--- src/rtl/e203_exu_flush_arb_pkg.sv ---
// Shared types and constants for the EXU flush arbiter.
// Optional feature macro used by this block: E203_FLUSH_PC_EN.
package e203_flush_pkg;

    typedef enum logic {
        IDLE = 1'b0,
        REQ  = 1'b1
    } flush_state_e;

    localparam int DEF_CH_NUM  = 3;
    localparam int DEF_PC_SIZE = 32;
    localparam int DEF_CNT_W   = 16;

    // Channel index doubles as priority: lower index wins.
    localparam int EXCP   = 0;
    localparam int BRCH   = 1;
    localparam int FENCEI = 2;

endpackage

--- src/rtl/e203_exu_flush_arb_if.sv ---
// Flush bus between commit-side channels, the arbiter and the IFU flush port.
// The PC signals exist only when E203_FLUSH_PC_EN is defined.
interface e203_exu_flush_arb_if #(
    parameter int CH_NUM  = 3,
    parameter int PC_SIZE = 32
);
    logic [CH_NUM-1:0]         ch_flush_req;
    logic [CH_NUM*PC_SIZE-1:0] ch_flush_add_op1;
    logic [CH_NUM*PC_SIZE-1:0] ch_flush_add_op2;
    logic [CH_NUM-1:0]         ch_flush_grant;
    logic                      pipe_flush_req;
    logic                      pipe_flush_ack;
    logic [PC_SIZE-1:0]        pipe_flush_add_op1;
    logic [PC_SIZE-1:0]        pipe_flush_add_op2;
    logic [CH_NUM-1:0]         flush_src;
    logic                      flush_pulse;
`ifdef E203_FLUSH_PC_EN
    logic [CH_NUM*PC_SIZE-1:0] ch_flush_pc;
    logic [PC_SIZE-1:0]        pipe_flush_pc;
`endif

    modport master (
        input  ch_flush_req, ch_flush_add_op1, ch_flush_add_op2, pipe_flush_ack,
`ifdef E203_FLUSH_PC_EN
        input  ch_flush_pc,
        output pipe_flush_pc,
`endif
        output ch_flush_grant, pipe_flush_req, pipe_flush_add_op1, pipe_flush_add_op2,
        output flush_src, flush_pulse
    );

    modport slave (
        output ch_flush_req, ch_flush_add_op1, ch_flush_add_op2, pipe_flush_ack,
`ifdef E203_FLUSH_PC_EN
        output ch_flush_pc,
        input  pipe_flush_pc,
`endif
        input  ch_flush_grant, pipe_flush_req, pipe_flush_add_op1, pipe_flush_add_op2,
        input  flush_src, flush_pulse
    );

endinterface

--- src/rtl/e203_exu_flush_arb_prio.sv ---
// Lowest-index-wins one-hot priority encoder; only requests under the mask compete.
module e203_prio_onehot
    import e203_flush_pkg::*;
#(
    parameter int W = DEF_CH_NUM
) (
    input  logic [W-1:0] req,
    input  logic [W-1:0] mask,
    output logic [W-1:0] onehot,
    output logic         any
);

    logic [W-1:0] masked;

    // Two's-complement trick isolates the lowest set bit.
    assign masked = req & mask;
    assign onehot = masked & (~masked + W'(1));
    assign any    = |masked;

endmodule

--- src/rtl/e203_exu_flush_arb.sv ---
// N-channel pipeline-flush arbiter: registers the winning flush, holds it until ack,
// allows preemption by higher priority. Optional PC path under E203_FLUSH_PC_EN.
module e203_exu_flush_arb
    import e203_flush_pkg::*;
#(
    parameter int CH_NUM  = DEF_CH_NUM,
    parameter int PC_SIZE = DEF_PC_SIZE,
    parameter int CNT_W   = DEF_CNT_W
) (
    input  logic                  clk,
    input  logic                  rst,
    e203_exu_flush_arb_if.master  bus,
    input  logic                  cmt_ena,
    output logic                  nonflush_cmt_ena,
    output logic [CNT_W-1:0]      flush_cnt
);

    flush_state_e       state, state_nxt;
    logic [CH_NUM-1:0]  src_q;
    logic [CH_NUM-1:0]  win;
    logic               win_vld;
    logic               preempt;
    logic               owner_req;
    logic               load;
    logic [PC_SIZE-1:0] op1_q, op2_q, op1_sel, op2_sel;

    // Masking out the owner serves initial pick (owner is 0 when idle),
    // preemption, cancel fallback and re-arbitration after an ack alike.
    e203_prio_onehot #(.W(CH_NUM)) u_prio (
        .req    (bus.ch_flush_req),
        .mask   (~src_q),
        .onehot (win),
        .any    (win_vld)
    );

    assign preempt   = |(bus.ch_flush_req & (src_q - CH_NUM'(1)));
    assign owner_req = |(bus.ch_flush_req & src_q);

    always_ff @(posedge clk or posedge rst) begin
        if (rst) begin
            state <= IDLE;
        end else begin
            state <= state_nxt;
        end
    end

    always_comb begin
        state_nxt = state;
        load      = 1'b0;
        case (state)
            IDLE: begin
                if (win_vld) begin
                    state_nxt = REQ;
                    load      = 1'b1;
                end
            end
            REQ: begin
                if (bus.pipe_flush_ack || !owner_req) begin
                    load      = win_vld;
                    state_nxt = win_vld ? REQ : IDLE;
                end
                if (!bus.pipe_flush_ack && preempt) begin
                    load      = 1'b1;
                    state_nxt = REQ;
                end
            end
            default: state_nxt = IDLE;
        endcase
    end

    always_comb begin
        bus.pipe_flush_req = (state == REQ);
        bus.flush_pulse    = bus.pipe_flush_req & bus.pipe_flush_ack;
        bus.ch_flush_grant = bus.flush_pulse ? src_q : '0;
    end

    always_comb begin
        op1_sel = '0;
        op2_sel = '0;
        for (int i = 0; i < CH_NUM; i++) begin
            if (win[i]) begin
                op1_sel = op1_sel | bus.ch_flush_add_op1[i*PC_SIZE +: PC_SIZE];
                op2_sel = op2_sel | bus.ch_flush_add_op2[i*PC_SIZE +: PC_SIZE];
            end
        end
    end

    always_ff @(posedge clk or posedge rst) begin
        if (rst) begin
            src_q <= '0;
            op1_q <= '0;
            op2_q <= '0;
        end else if (load) begin
            src_q <= win;
            op1_q <= op1_sel;
            op2_q <= op2_sel;
        end else if (state_nxt == IDLE) begin
            src_q <= '0;
        end
    end

`ifdef E203_FLUSH_PC_EN
    logic [PC_SIZE-1:0] pc_q, pc_sel;

    always_comb begin
        pc_sel = '0;
        for (int i = 0; i < CH_NUM; i++) begin
            if (win[i]) begin
                pc_sel = pc_sel | bus.ch_flush_pc[i*PC_SIZE +: PC_SIZE];
            end
        end
    end

    always_ff @(posedge clk or posedge rst) begin
        if (rst) begin
            pc_q <= '0;
        end else if (load) begin
            pc_q <= pc_sel;
        end
    end

    assign bus.pipe_flush_pc = pc_q;
`endif

    always_ff @(posedge clk or posedge rst) begin
        if (rst) begin
            flush_cnt <= '0;
        end else if (bus.flush_pulse && (flush_cnt != {CNT_W{1'b1}})) begin
            flush_cnt <= flush_cnt + CNT_W'(1);
        end
    end

    assign bus.flush_src          = src_q;
    assign bus.pipe_flush_add_op1 = op1_q;
    assign bus.pipe_flush_add_op2 = op2_q;
    assign nonflush_cmt_ena       = cmt_ena & ~bus.pipe_flush_req & ~(|bus.ch_flush_req);

endmodule

--- src/flat_wrapper.sv ---
// flat-port wrapper written by rule: the top's interface ports become plain ports
module e203_exu_flush_arb_flat import e203_flush_pkg::*;
#(
    parameter int CH_NUM  = DEF_CH_NUM,
    parameter int PC_SIZE = DEF_PC_SIZE,
    parameter int CNT_W   = DEF_CNT_W
)
  (clk, rst, cmt_ena, nonflush_cmt_ena, flush_cnt, bus_ch_flush_req, bus_ch_flush_add_op1, bus_ch_flush_add_op2, bus_pipe_flush_ack, bus_ch_flush_grant, bus_pipe_flush_req, bus_pipe_flush_add_op1, bus_pipe_flush_add_op2, bus_flush_src, bus_flush_pulse);
  e203_exu_flush_arb_if #(.CH_NUM(CH_NUM), .PC_SIZE(PC_SIZE)) bus_i ();
  input  logic clk;
  input  logic rst;
  input  logic cmt_ena;
  output logic nonflush_cmt_ena;
  output logic [CNT_W-1:0] flush_cnt;
  input wire logic [$bits(bus_i.ch_flush_req)-1:0] bus_ch_flush_req;
  input wire logic [$bits(bus_i.ch_flush_add_op1)-1:0] bus_ch_flush_add_op1;
  input wire logic [$bits(bus_i.ch_flush_add_op2)-1:0] bus_ch_flush_add_op2;
  input wire logic [$bits(bus_i.pipe_flush_ack)-1:0] bus_pipe_flush_ack;
  output wire logic [$bits(bus_i.ch_flush_grant)-1:0] bus_ch_flush_grant;
  output wire logic [$bits(bus_i.pipe_flush_req)-1:0] bus_pipe_flush_req;
  output wire logic [$bits(bus_i.pipe_flush_add_op1)-1:0] bus_pipe_flush_add_op1;
  output wire logic [$bits(bus_i.pipe_flush_add_op2)-1:0] bus_pipe_flush_add_op2;
  output wire logic [$bits(bus_i.flush_src)-1:0] bus_flush_src;
  output wire logic [$bits(bus_i.flush_pulse)-1:0] bus_flush_pulse;
  assign bus_i.ch_flush_req = bus_ch_flush_req;
  assign bus_i.ch_flush_add_op1 = bus_ch_flush_add_op1;
  assign bus_i.ch_flush_add_op2 = bus_ch_flush_add_op2;
  assign bus_i.pipe_flush_ack = bus_pipe_flush_ack;
  assign bus_ch_flush_grant = bus_i.ch_flush_grant;
  assign bus_pipe_flush_req = bus_i.pipe_flush_req;
  assign bus_pipe_flush_add_op1 = bus_i.pipe_flush_add_op1;
  assign bus_pipe_flush_add_op2 = bus_i.pipe_flush_add_op2;
  assign bus_flush_src = bus_i.flush_src;
  assign bus_flush_pulse = bus_i.flush_pulse;
  e203_exu_flush_arb #(.CH_NUM(CH_NUM), .PC_SIZE(PC_SIZE), .CNT_W(CNT_W)) u_core (.clk(clk), .rst(rst), .bus(bus_i), .cmt_ena(cmt_ena), .nonflush_cmt_ena(nonflush_cmt_ena), .flush_cnt(flush_cnt));
endmodule
--- config.mk ---
export PLATFORM = sky130hd
export DESIGN_NAME = e203_exu_flush_arb_flat
export DESIGN_NICKNAME = d
export VERILOG_FILES = /design/src/rtl/e203_exu_flush_arb_pkg.sv /design/src/rtl/e203_exu_flush_arb_if.sv /design/src/rtl/e203_exu_flush_arb_prio.sv /design/src/rtl/e203_exu_flush_arb.sv /design/src/flat_wrapper.sv
export SDC_FILE = /design/constraint.sdc
export NUM_CORES = 1
export LEC_CHECK = 0
export ABC_CLOCK_PERIOD_IN_PS = 3100
export BUFFER_PORTS_ARGS = -buffer_cell sky130_fd_sc_hd__buf_2
export CAP_MARGIN = 0
export CORE_AREA = 4 4 110 112
export DETAILED_ROUTE_END_ITERATION = 8
export DIE_AREA = 0 0 114 116
export GPL_TIMING_DRIVEN = 1
export PLACE_DENSITY = 0.76
export SLEW_MARGIN = 20
export SYNTH_ARGS = -nofsm -noshare
export SYNTH_HDL_FRONTEND = slang
export SYNTH_SLANG_ARGS = --single-unit
export TNS_END_PERCENT = 1
--- constraint.sdc ---
create_clock -name clk -period 3.1 [get_ports clk]
set_clock_uncertainty 0.2 [all_clocks]
set_input_delay 0.31 -clock clk [delete_from_list [all_inputs] [get_ports clk]]
set_output_delay 0.31 -clock clk [all_outputs]
set_load 0.01 [all_outputs]
==> results of run 1 <==
## power by group
group | internal (mW) | switching (mW) | total [mW]
sequential | 1.34 | 0.161 | 1.50
clock | 0.720 | 0.409 | 1.13
combinational | 0.560 | 0.654 | 1.21
total | 2.62 | 1.22 | 3.84
## worst max-delay path by stage
| stage | startpoint | endpoint | slack (ns) |
|---|---|---|---|
| finish | u_core.bus.flush_src[0] | u_core.bus.flush_src[1] | 0.93 |
| global route | u_core.bus.flush_src[0] | u_core.bus.flush_src[2] | 0.83 |
| CTS | u_core.bus.flush_src[0] | u_core.bus.flush_src[1] | 0.92 |
| detailed placement | u_core.bus.flush_src[0] | u_core.bus.flush_src[2] | 0.94 |
| global placement | u_core.bus.flush_src[0] | u_core.bus.flush_src[1] | 1.02 |
| floorplan | rst | u_core.bus.flush_src[0] | 0.42 |
## repair_timing
item                       in CTS  in global routing
hold endpoints to repair       84                  0
hold buffers                    1                  0
resized for setup               0                  0
setup endpoints to repair       0                  0
## cells in the mapped netlist (6+ instances only)
master    number  area [um^2]
dfrtp_1       84         2102
clkbuf_1       6        22.52
buf_2         17        85.08
mux2i_1       64        640.6
xor2_1        12        105.1
inv_1         69        259.0
nand2_1        7        26.28
a222oi_1      65        650.6
## final cells by class
class	instances	area, um^2
Fill cell	965	4947
Sequential cell	84	2102
Multi-Input combinational cell	204	1873
Timing Repair Buffer	297	1551
Inverter	70	264.0
Clock buffer	12	246.5
Tap cell	143	178.9
Clock inverter	2	60.06
## per-stage QoR
step / setup WS [ns] / area (um^2)
2_1_floorplan: 0.4249 / 4414
4_1_cts: 0.9152 / 6276
6_report: 0.9277 / 6276
3_3_place_gp: 1.018 / 5959
5_1_grt: 0.8281 / 6276
3_5_place_dp: 0.9367 / 5959
## per-layer routing
layer | vias to the layer above | wire length [um]
met2 | 226 | 7446
met1 | 2052 | 5203
met3 | 21 | 1230
met4 | 0 | 201
met5 | - | 0
li1 | 2018 | -
## worst register-to-register path: cells and delay by family, from the launching register on
family / cells / cell delay [ns]
adders and majority gates: 1 / 0.30
buffers and inverters: 3 / 0.37
DFF: 1 / 0.46
AOI/OAI and AO/OA: 3 / 0.73
## registers in the layout, summed over array words and instances (netlist names)
name,flops
u_core.bus.pipe_flush_add_op2,32
u_core.bus.pipe_flush_req,1
u_core.bus.pipe_flush_add_op1,32
u_core.bus.flush_src,3
u_core.flush_cnt,16
## logic make-up (layout without fill, tap and decap cells)
kind of cell | after synthesis | after routing | share of synthesized area (%)
xor+xnor | 16 | 16 | 3.175
flops | 84 | 84 | 47.62
compound gates | 77 | 77 | 16.92
simple gates | 44 | 44 | 6.349
mux | 65 | 65 | 14.77
fa+ha+maj | 2 | 2 | 0.5668
buf+inv | 101 | 381 | 10.60
==> results.ini, run 1 <==
[global_route]
grt-ovfl-total = 0
top_usage_layer = met2
use_met3_pct = 4.543
track_usage_pct = 20.16
grt_max_degree = 85
grt_pass1_vias = 4246
use_met2_pct = 37.16
antenna_found_initial = 0
grt_pass1_wl_um = 21070
use_met1_pct = 23.34

[yosys]
syn_inst = 389
yosysWarnings = 0
synth_nets = 590
yosys_register_bits = 84
yosysSeqAreaShare_pct = 47.62
synth_edf_count = 0
syn_area_per_cell_um2 = 11.35
async_reset_ff_share_pct = 100.0
ys_types = 40
synth-main-ff-cell = dfrtp_1
syn_area_um2 = 4414

[route]
drt-total-wl_um = 14080
first_pass_iters = 8
drt_iter0_drc = 422
ant_nets = 0
vias = 4317
wl_per_cell_um = 17.34
drc_errors = 0
via_per_inst = 5.317

[clocking]
post_cts_buffers = 0
clock_path_buffers = 2
clock-sinks = 84
clkTransAtPathRegs_ns = 0.06
cts_root_buf = clkbuf_16
cts_tree = done
cts_made_buffers = 9
h-tree-depth = 3
worstSkewPairLatency_ns = 0.33

[timing]
tns_ns = 0
holdWs_ns = 0.07010
fmax_mhz = 460.3
setup_viol = 0
slew_violations = 0
post-route-period-util_pct = 70.07
period_minus_slack_ns = 2.172
max_slew_margin_pct = 70.54
hold_viol_final = 0
rsz0062_at_grt = false
worstMarginPinSlew_ns = 0.4419

[worst_setup_path]
crit_type = reg -> reg
crit_chain = inv_1 -> ha_1 -> clkinv_1 -> a221oi_2 -> o22ai_4 -> buf_12 -> a22o_1
r2r_slack_ns = 0.93
critical_path_buf_inv_count = 3
worstSetupEndpointType = register
path_delay_family = compound AO/OA/AOI/OAI gates
cp-start-kind = register
reg2regPathDepth = 7
path_depth = 7
crit_path_max_fanout = 33
r2r_start = u_core.bus.flush_src[0]
crit_arrival_ns = 2.19
max_stage_delay_ns = 0.46
r2r-end = u_core.bus.flush_src[1]
critPathSlowestCell = dfrtp_1
required_ns = 3.12

[finish]
synthToLayoutAreaGrowth_pct = 42.18
layout.cells.non_filler = 812
final_nets = 867
drive_above_1_share_pct = 47.38
final_common_cell = buf_2
diodes = 0
final_cell_mix = buf_2, dfrtp_1, inv_1
postLayoutCoreUtil_pct = 55.92

[worst_hold_path]
hp-start = bus_ch_flush_add_op2[42]
hold_path_end = u_core.bus.pipe_flush_add_op2[10]
hold_path_class = in -> reg
hold_depth = 3

[power]
pwr_density_cell_nw_per_um2 = 612.3
leakagePower_nw = 3.625
finalPower_mw = 3.843
ir_worst_vdd_mv = 0.2924

[run]
cap_viol_max_count = 0

[placed_design]
detailed_place_hpwl_um = 10560
dp_cells = 797
gp_congestion = 0.8501
numPortBuffers = 287

[floorplanning]
start_util_pct = 39.33
die_w_um = 114
dieHeight_um = 116
row_count = 39
die_area_um2 = 13220
fp.coreArea_um2 = 11220
io_pins = 288

[run_status]
status = complete, no violations

(Power assumes the default switching activity.)
==> inputs of run 2 (changes only) <==
Settings changed: ABC_CLOCK_PERIOD_IN_PS 3100 to 1800, CORE_AREA 4 4 110 112 to not set, CORE_MARGIN set to 4, CORE_UTILIZATION set to 39, DIE_AREA 0 0 114 116 to not set, PLACE_DENSITY 0.76 to 0.78.
Clock period 3.1 ns to 1.8 ns, I/O delays scaled along.
==> run 2 against run 1 <==
- core utilization up 20 points
- the run now ends with DRC, hold timing, setup timing left
- largest power group is now combinational logic
- sequential power increased by 72%
- flip-flop and latch count unchanged
- combinational power is 130% higher
- die area fell by 1.1%
==> results.ini, run 2 (same netlist as run 1, synthesis figures left out) <==
[placed_design]
numPortBuffers = 287  ; unchanged
dp_slack_ns = -0.2727  ; -1.209 ns
gp_congestion = 0.8316  ; -2.2%
detailed_place_hpwl_um = 11050  ; +4.6%
dp_cells = 833  ; +4.5%

[worst_hold_path]
hold_path_class = in -> reg
hold_depth = 3  ; unchanged
hold_path_end = u_core.bus.pipe_flush_add_op2[23]
hp-start = bus_ch_flush_add_op2[55]

[global_route]
grt_max_degree = 85  ; unchanged
grt_pass1_wl_um = 31800  ; +51%
grt-ovfl-total = 0  ; unchanged
track_usage_pct = 31.28  ; +11 points
grt_pass1_vias = 6098  ; +44%
antenna_found_initial = 3  ; +3

[worst_setup_path]
reg2regPathDepth = 6  ; -1
r2r_start = u_core.bus.flush_src[0]
crit_arrival_ns = 2.28  ; +0.09 ns
crit_type = reg -> reg
crit_path_max_fanout = 35  ; +6.1%
worstSetupEndpointType = register
cp-start-kind = register
r2r-end = u_core.bus.pipe_flush_add_op1[29]
worstSetupStartpoint = u_core.bus.flush_src[0]
required_ns = 1.83  ; -1.29 ns
r2r_slack_ns = -0.45  ; -1.38 ns

[floorplanning]
io_pins = 288  ; unchanged
die_area_um2 = 13090  ; -1.1%
dieHeight_um = 114.4  ; -1.4%
start_util_pct = 40.37  ; +1.0 points
row_count = 38  ; -2.6%
fp.coreArea_um2 = 10940  ; -2.6%
die_w_um = 114.4  ; +0.34%

[power]
ir_worst_vdd_mv = 0.6184  ; +110%
pwr_density_cell_nw_per_um2 = 866.9  ; +42%
leakagePower_nw = 4.523  ; +25%

[route]
ant_nets = 0  ; unchanged
drt_iter0_drc = 912  ; +120%
via_per_inst = 5.535  ; +4.1%
drc_errors = 15  ; +15
first_pass_iters = 9  ; +1
wl_per_cell_um = 20.62  ; +19%
drt-total-wl_um = 21010  ; +49%
vias = 5640  ; +31%

[finish]
drive_above_1_share_pct = 41.99  ; -5.4 points
synthToLayoutAreaGrowth_pct = 89.29
final_cell_mix = buf_2, dlygate4sd3_1, dfrtp_1
nFillCells = 634  ; -34%
layout.cells.non_filler = 1019  ; +25%
final_nets = 1072  ; +24%
final_common_cell = buf_2

[timing]
setup_ws_ns = -0.4476  ; -1.375 ns
holdWs_ns = -0.01570  ; -0.08580 ns
max_slew_margin_pct = 61.59  ; -9.0 points
worstMarginPinSlew_ns = 0.5762  ; +0.1343 ns
period_minus_slack_ns = 2.248  ; +0.07533 ns
fmax_mhz = 444.9  ; -3.4%
slew_violations = 0  ; unchanged
hold_viol_final = 1  ; +1
rsz0062_at_grt = true
post-route-period-util_pct = 124.9  ; +55 points
setup_viol = 67  ; +67

[run]
cap_viol_max_count = 0  ; unchanged

[clocking]
clock-sinks = 84  ; unchanged
cts_made_buffers = 9  ; unchanged
worstSkewPairLatency_ns = 0.34  ; about the same
cts_tree = done
post_cts_buffers = 0  ; unchanged
h-tree-depth = 3  ; unchanged
clock_path_buffers = 2  ; unchanged
clkTransAtPathRegs_ns = 0.06  ; about the same
cts_root_buf = clkbuf_16

[run_status]
status = finished, violations left
violations = DRC, hold timing, setup timing

-- run 2: cell count changes in the layout (fill, tap and decap cells not counted), sizes merged --
cell / before / now
dlygate4sd3: 1 / 167
buf: 296 / 335
diode: 0 / 5
inv: 68 / 69
clkinv: 2 / 1
clkinvlp: 0 / 1
bufinv: 2 / 1
-- run 2: area by class of cell --
class	count	area [um^2]	share of cell area (%)
inverters	70	266.5	3.190
multi-input cells	204	1937	23.18
diodes	5	12.51	0.1497
clock buffers	12	256.5	3.070
well taps	140	175.2	2.096
clock inverters	2	35.03	0.4193
repair buffers	502	3571	42.74
flip-flops and latches	84	2102	25.16
-- run 2: what timing repair did --
| item | 4_1_cts | 5_1_grt |
|---|---|---|
| hold endpoints to repair | 144 | 1 |
| hold buffers | 166 | 1 |
| endpoints found under the setup margin | 67 | 75 |
| resized for setup | 1 | 15 |
| cloned | 0 | 0 |
-- run 2: where the power goes --
group | internal (mW) | total (mW) | switching [mW]
registers | 2.31 | 2.58 | 0.275
logic | 1.39 | 2.80 | 1.42
clock network | 1.13 | 1.86 | 0.723
-- run 2: worst max-delay path by stage --
stage / end / depth (start not counted)
6_report: u_core.bus.pipe_flush_add_op1[29] / 6
5_1_grt: u_core.bus.pipe_flush_add_op1[29] / 6
4_1_cts: u_core.bus.pipe_flush_add_op2[23] / 6
3_5_place_dp: u_core.bus.pipe_flush_add_op2[19] / 8
3_3_place_gp: u_core.bus.pipe_flush_add_op2[19] / 8
2_1_floorplan: u_core.bus.pipe_flush_add_op1[0] / 8
-- run 2: through the flow --
stage | power (mW) | hold WS, ns | instance area (um^2) | utilization [%] | setup TNS, ns
floorplan | 3.796 | 0.1863 | 4418 | - | -9.677
global placement | 4.822 | 0.1292 | 6301 | 57.62 | -10.33
detailed placement | 4.916 | 0.1494 | 6301 | 57.62 | -14.64
CTS | 7.042 | 0.0008553 | 8260 | 75.54 | -15.35
global route | 7.570 | 0.009787 | 8353 | 76.38 | -25.36
finish | 7.244 | -0.01570 | 8356 | 76.41 | -21.09
-- run 2: critical path: stages (launching register included) --
cell and delay (ns):
dfrtp_1 0.40, buf_6 0.14, a222oi_1 0.41, nor2_1 0.16, o22ai_4 0.20, buf_12 0.28
mux2i_1 0.32
-- run 2: layer usage --
metal | track usage, % | part of all wire (%) | routed length (um)
met1 | 32.85 | 32 | 6794
met2 | 55.72 | 52 | 11030
met4 | 19.08 | 5.7 | 1207
met5 | 0 | 0 | 0
met3 | 7.875 | 9.4 | 1979
